### config.mk
export PLATFORM = sky130hd
export DESIGN_NAME = avalon_wait_ram
export DESIGN_NICKNAME = d
export VERILOG_FILES = /design/src/rtl/avalon_wait_ram.sv
export SDC_FILE = /design/constraint.sdc
export NUM_CORES = 2
export LEC_CHECK = 0
export ABC_CLOCK_PERIOD_IN_PS = 6600
export BUFFER_PORTS_ARGS = -buffer_cell sky130_fd_sc_hd__buf_2
export CAP_MARGIN = 20
export CORE_AREA = 10 10 407 409
export DETAILED_ROUTE_END_ITERATION = 6
export DIE_AREA = 0 0 417 419
export PLACE_DENSITY = 0.76
export SLEW_MARGIN = 10
export SYNTH_ARGS = -nofsm -noshare
export SYNTH_HDL_FRONTEND = slang
export SYNTH_SLANG_ARGS = --single-unit
### constraint.sdc
create_clock -name clk -period 6.6 [get_ports clk]
set_clock_uncertainty 0.05 [all_clocks]
set_input_delay 0.66 -clock clk [delete_from_list [all_inputs] [get_ports clk]]
set_output_delay 0.66 -clock clk [all_outputs]
set_load 0.1 [all_outputs]
### src/rtl/avalon_wait_ram.sv
// Avalon-MM word memory with a fixed number of wait states per transfer and a
// synchronous preload port for loading instruction words before the CPU runs.
module avalon_wait_ram #(
  parameter int unsigned ADDR_BITS   = 8,
  parameter int unsigned WAIT_STATES = 2
) (
  input  logic        clk,
  input  logic        reset,
  input  logic [31:0] address,
  input  logic        read,
  input  logic        write,
  input  logic [31:0] writedata,
  input  logic [3:0]  byteenable,
  output logic        waitrequest,
  output logic [31:0] readdata,
  input  logic        inst_input,
  input  logic [7:0]  inst_addr,
  input  logic [31:0] instruction,
  output logic        protocol_error
);

  localparam int unsigned IdxBits = ADDR_BITS - 2;
  localparam int unsigned Words   = 2 ** IdxBits;
  localparam logic [3:0]  WaitInit = (WAIT_STATES == 0) ? 4'd0 : 4'(WAIT_STATES - 1);

  typedef enum logic [1:0] {StIdle, StBusy, StAck} state_e;

  state_e               state_q, state_d;
  logic [3:0]           cnt_q, cnt_d;
  logic [IdxBits-1:0]   idx_q, idx_d;
  logic [31:0]          wdata_q, wdata_d;
  logic [3:0]           be_q, be_d;
  logic                 wr_q, wr_d;
  logic [31:0]          rdata_q, rdata_d;
  logic                 perr_q, perr_d;
  logic                 pre_we, bus_we;

  logic [31:0] mem [Words];

  logic                 req;
  logic [31:0]          inst_addr_ext;
  logic [IdxBits-1:0]   bus_idx, pre_idx;
  logic                 unused_addr_bits;

  assign req           = read | write;
  assign inst_addr_ext = {24'd0, inst_addr};
  assign bus_idx       = address[ADDR_BITS-1:2];
  assign pre_idx       = inst_addr_ext[ADDR_BITS-1:2];
  // Upper and sub-word address bits alias by design.
  assign unused_addr_bits = ^{address[31:ADDR_BITS], address[1:0],
                              inst_addr_ext[31:ADDR_BITS], inst_addr_ext[1:0]};

  always_ff @(posedge clk or negedge reset) begin
    if (!reset) begin
      state_q <= StIdle;
      cnt_q   <= 4'd0;
      idx_q   <= '0;
      wdata_q <= 32'd0;
      be_q    <= 4'd0;
      wr_q    <= 1'b0;
      rdata_q <= 32'd0;
      perr_q  <= 1'b0;
    end else begin
      state_q <= state_d;
      cnt_q   <= cnt_d;
      idx_q   <= idx_d;
      wdata_q <= wdata_d;
      be_q    <= be_d;
      wr_q    <= wr_d;
      rdata_q <= rdata_d;
      perr_q  <= perr_d;
    end
  end

  // Memory has no reset; contents survive reset.
  always_ff @(posedge clk) begin
    if (pre_we) begin
      mem[pre_idx] <= instruction;
    end else if (bus_we) begin
      for (int i = 0; i < 4; i++) begin
        if (be_q[i]) mem[idx_q][8*i +: 8] <= wdata_q[8*i +: 8];
      end
    end
  end

  always_comb begin
    state_d = state_q;
    cnt_d   = cnt_q;
    idx_d   = idx_q;
    wdata_d = wdata_q;
    be_d    = be_q;
    wr_d    = wr_q;
    rdata_d = 32'd0;
    perr_d  = perr_q;
    pre_we  = 1'b0;
    bus_we  = 1'b0;
    unique case (state_q)
      StIdle: begin
        if (inst_input) begin
          pre_we = 1'b1;
        end else if (req) begin
          idx_d   = bus_idx;
          wdata_d = writedata;
          be_d    = byteenable;
          wr_d    = write;
          if (read && write) perr_d = 1'b1;
          if (WAIT_STATES == 0) begin
            state_d = StAck;
            if (!write) rdata_d = mem[bus_idx];
          end else begin
            state_d = StBusy;
            cnt_d   = WaitInit;
          end
        end
      end
      StBusy: begin
        if (!req) begin
          perr_d  = 1'b1;
          state_d = StIdle;
        end else if (cnt_q == 4'd0) begin
          state_d = StAck;
          if (!wr_q) rdata_d = mem[idx_q];
        end else begin
          cnt_d = cnt_q - 4'd1;
        end
      end
      StAck: begin
        bus_we  = wr_q;
        state_d = StIdle;
      end
      default: state_d = StIdle;
    endcase
  end

  always_comb begin
    waitrequest    = req && (state_q != StAck);
    readdata       = rdata_q;
    protocol_error = perr_q;
  end

endmodule

==> results.yml <==
clock_tree:
  post-cts-setup-buffers: 0
  clk_path_buf_depth: 3
  clkTransAtPathRegs_ps: 70
  cts_buffers: 195
  clkSinkCount: 2130
  clk-insertion-delay-late_ps: 850
  clk_root_buffer_cell: "clkbuf_16"
  cts_resized: 0
  cts_tree: "done"
  htreeDepth: 4
grt:
  antenna_found_initial: 19
  grt_overflow_total: 0
  grt_max_degree: 137
  track_usage_pct: 23.3
  grt_pass1_wl_um: 296000
  grt_pass1_vias: 42000
final_layout:
  area_growth_pct: 11.9
  layout-drive-gt1-share_pct: 26.8
  fin_util_pct: 58.9
  layout_commonest_cell: "edfxtp_1"
  final_cell_mix: "edfxtp_1 (2048), mux4_2 (559), nand2_1 (293)"
  fin_nets: 4322
  fillers: 10800
  finalNonFillerCells: 6452
  final_cell_area_um2: 92800
sta:
  post-route-min-period_ps: 4410
  rsz0062_at_grt: "no"
  fin_tns_setup_ps: 0
  finalSetupViolCount: 0
  max-slew-margin-rel_pct: 15.4
  min_period_over_period_pct: 66.9
  tightest_slew_ps: 1270
  fmax_ghz: 0.227
  finalHoldViolCount: 0
  final_max_slew_viol_count: 0
logic_synthesis:
  netlist_instances: 4003
  synthDistinctLibCells: 61
  synth-edff-count: 2048
  synth_fp_nets: 4118
  synthArstFlopShare_pct: 3.85
  synth_top_flop_cell: "edfxtp_1"
  ys_seq_elements: 2130
  synth-seq-area-share_pct: 76.7
  synth_warnings: 0
  syn_area_per_cell_um2: 20.7
  netlist_area_um2: 82900
floorplan:
  initial_core_util_pct: 52.6
  die_area_um2: 175000
  die_y_um: 419
  rows: 146
  core_um2: 157000
  pin_count: 147
  die_w_um: 417
detailed_routing:
  firstDrtPassIters: 6
  drc: 0
  viasPerCell: 6.48
  ant_nets: 0
  wl_per_cell_um: 31.7
  num_vias: 41800
  drt_wl_total_um: 204000
  drtIter0Drc: 5908
placed_design:
  gp_congestion: 0.845
  dp_hpwl_um: 121000
  portBuffers: 118
  dp.cells: 6035
  placed_cell_area_um2: 85900
setup_path:
  slowest_delay_ps: 920
  crit_type: "flop to flop"
  path_delay_family: "simple AND/OR/NAND/NOR gates"
  path_cells: "nor4_1 -> or3_2 -> buf_4 -> nand3_1 -> nand2_1 -> nand2_2 -> nor3_1 -> buf_2"
  critPathCaptureType: "flop"
  crit_arrival_ps: 4890
  crit_path_start_kind: "flop"
  cp_slowest_cell: "nor3_1"
  required_ps: 7070
  path_buf_inv: 2
  path_max_fanout: 44
pwr:
  p_leak_nw: 29.3
  comb_power_share_pct: 26.1
  p_int_mw: 25.5
  peakVddDrop_v: 0.000430
  clkPwrFrac_pct: 30.9
  power.share.switching_pct: 30.1
  switching_power_mw: 11.0
  power.total_mw: 36.4
  seq_power_share_pct: 43.0
  power-per-cell-area_nw_per_um2: 393
status:
  outcome: "finished clean"
job:
  max_cap_violations: 0
min_path:
  hp-class: "input port to flop"
## sequential cells by signal, summed over array words and instances, names as in the netlist
name and cells:
be_q 4, idx_q 6, state_q 2, mem 2048, cnt_q 4, protocol_error 1, wdata_q 32, wr_q 1
readdata 32
## power by group through the flow
stage          Sequential [mW]  Clock (mW)  Combinational (mW)
2_1_floorplan             15.9           0                6.47
3_3_place_gp              15.9           0                9.24
3_5_place_dp              15.9           0                9.35
4_1_cts                   15.7        11.3                9.46
5_1_grt                   15.7        11.9                9.91
6_report                  15.7        11.3                9.51
## cell type report
| class | count | area [µm²] | area share (%) |
|---|---|---|---|
| Sequential cell | 2130 | 63600 | 68.5 |
| Multi-Input combinational cell | 1606 | 18200 | 19.6 |
| Inverter | 6 | 30.0 | 0.0324 |
| Tap cell | 2072 | 2590 | 2.79 |
| Clock buffer | 245 | 5160 | 5.56 |
| Clock inverter | 120 | 1220 | 1.31 |
| Timing Repair Buffer | 268 | 2000 | 2.16 |
| Antenna cell | 5 | 12.5 | 0.0135 |
## cell usage after synthesis, types with 28 or more instances
master	count	area share, %
mux2i_1	52	0.63
nand3_1	28	0.17
edfxtp_1	2048	74
dfrtp_1	82	2.5
mux4_2	559	15
nand2_1	326	1.5
or2_2	29	0.22
buf_4	38	0.34
buf_2	59	0.36
clkbuf_1	123	0.56
a21oi_1	47	0.28
nor2_1	273	1.2
a22oi_1	56	0.51
nor3_1	43	0.26
## per-layer routing
metal  GRT usage (%)  wire [µm]
met1            30.2      71200
met2            38.0     101000
met3            5.04      21500
met4            10.7      10600
met5               0         94
## stage by stage
stage          setup WS (ps)  hold slack, ps
2_1_floorplan           3640             314
3_3_place_gp            2170             411
3_5_place_dp            2100             412
4_1_cts                 2070            40.0
5_1_grt                 1910            61.3
6_report                2190            72.4
## worst reg2reg max path, delay by kind of cell (launching register included)
family	cells	cell delay [ps]
simple gates	6	2800
flops	1	390
buf+inv	2	860
## final timing paths
kind | start | end | slack [ps] | cells after the start
max | be_q[0]$_DFFE_PN0P_ | mem[46][5]$_DFFE_PP_ | 2190 | 8
min | writedata[0] | wdata_q[0]$_DFFE_PN0P_ | 70 | 3
min in group asynchronous | reset | cnt_q[0]$_DFFE_PN0P_ | 270 | 2
max reg2reg | be_q[0]$_DFFE_PN0P_ | mem[46][5]$_DFFE_PP_ | 2190 | 8
min reg2reg | wdata_q[28]$_DFFE_PN0P_ | wdata_q[28]$_DFFE_PN0P_ | 430 | 2
max in group asynchronous | reset | idx_q[3]$_DFFE_PN0P_ | 4790 | 3
## cells by family (layout without fill, tap and decap cells)
| kind of cell | Yosys count | after routing | share of synthesized area [%] |
|---|---|---|---|
| and+or+nand+nor | 766 | 766 | 3.92 |
| other | 0 | 5 | 0 |
| DFF | 2130 | 2130 | 76.7 |
| xor gates and xnor gates | 2 | 2 | 0.0211 |
| adders and majority gates | 2 | 2 | 0.0302 |
| buffers and inverters | 267 | 639 | 1.67 |
| AOI/OAI and AO/OA | 219 | 219 | 1.79 |
| muxes | 617 | 617 | 15.9 |
## repair_timing
action,in CTS,in global routing
setup endpoints to repair,0,0
hold endpoints to repair,58,0
hold buffers,40,0
Power figures use the tool's default switching activity.
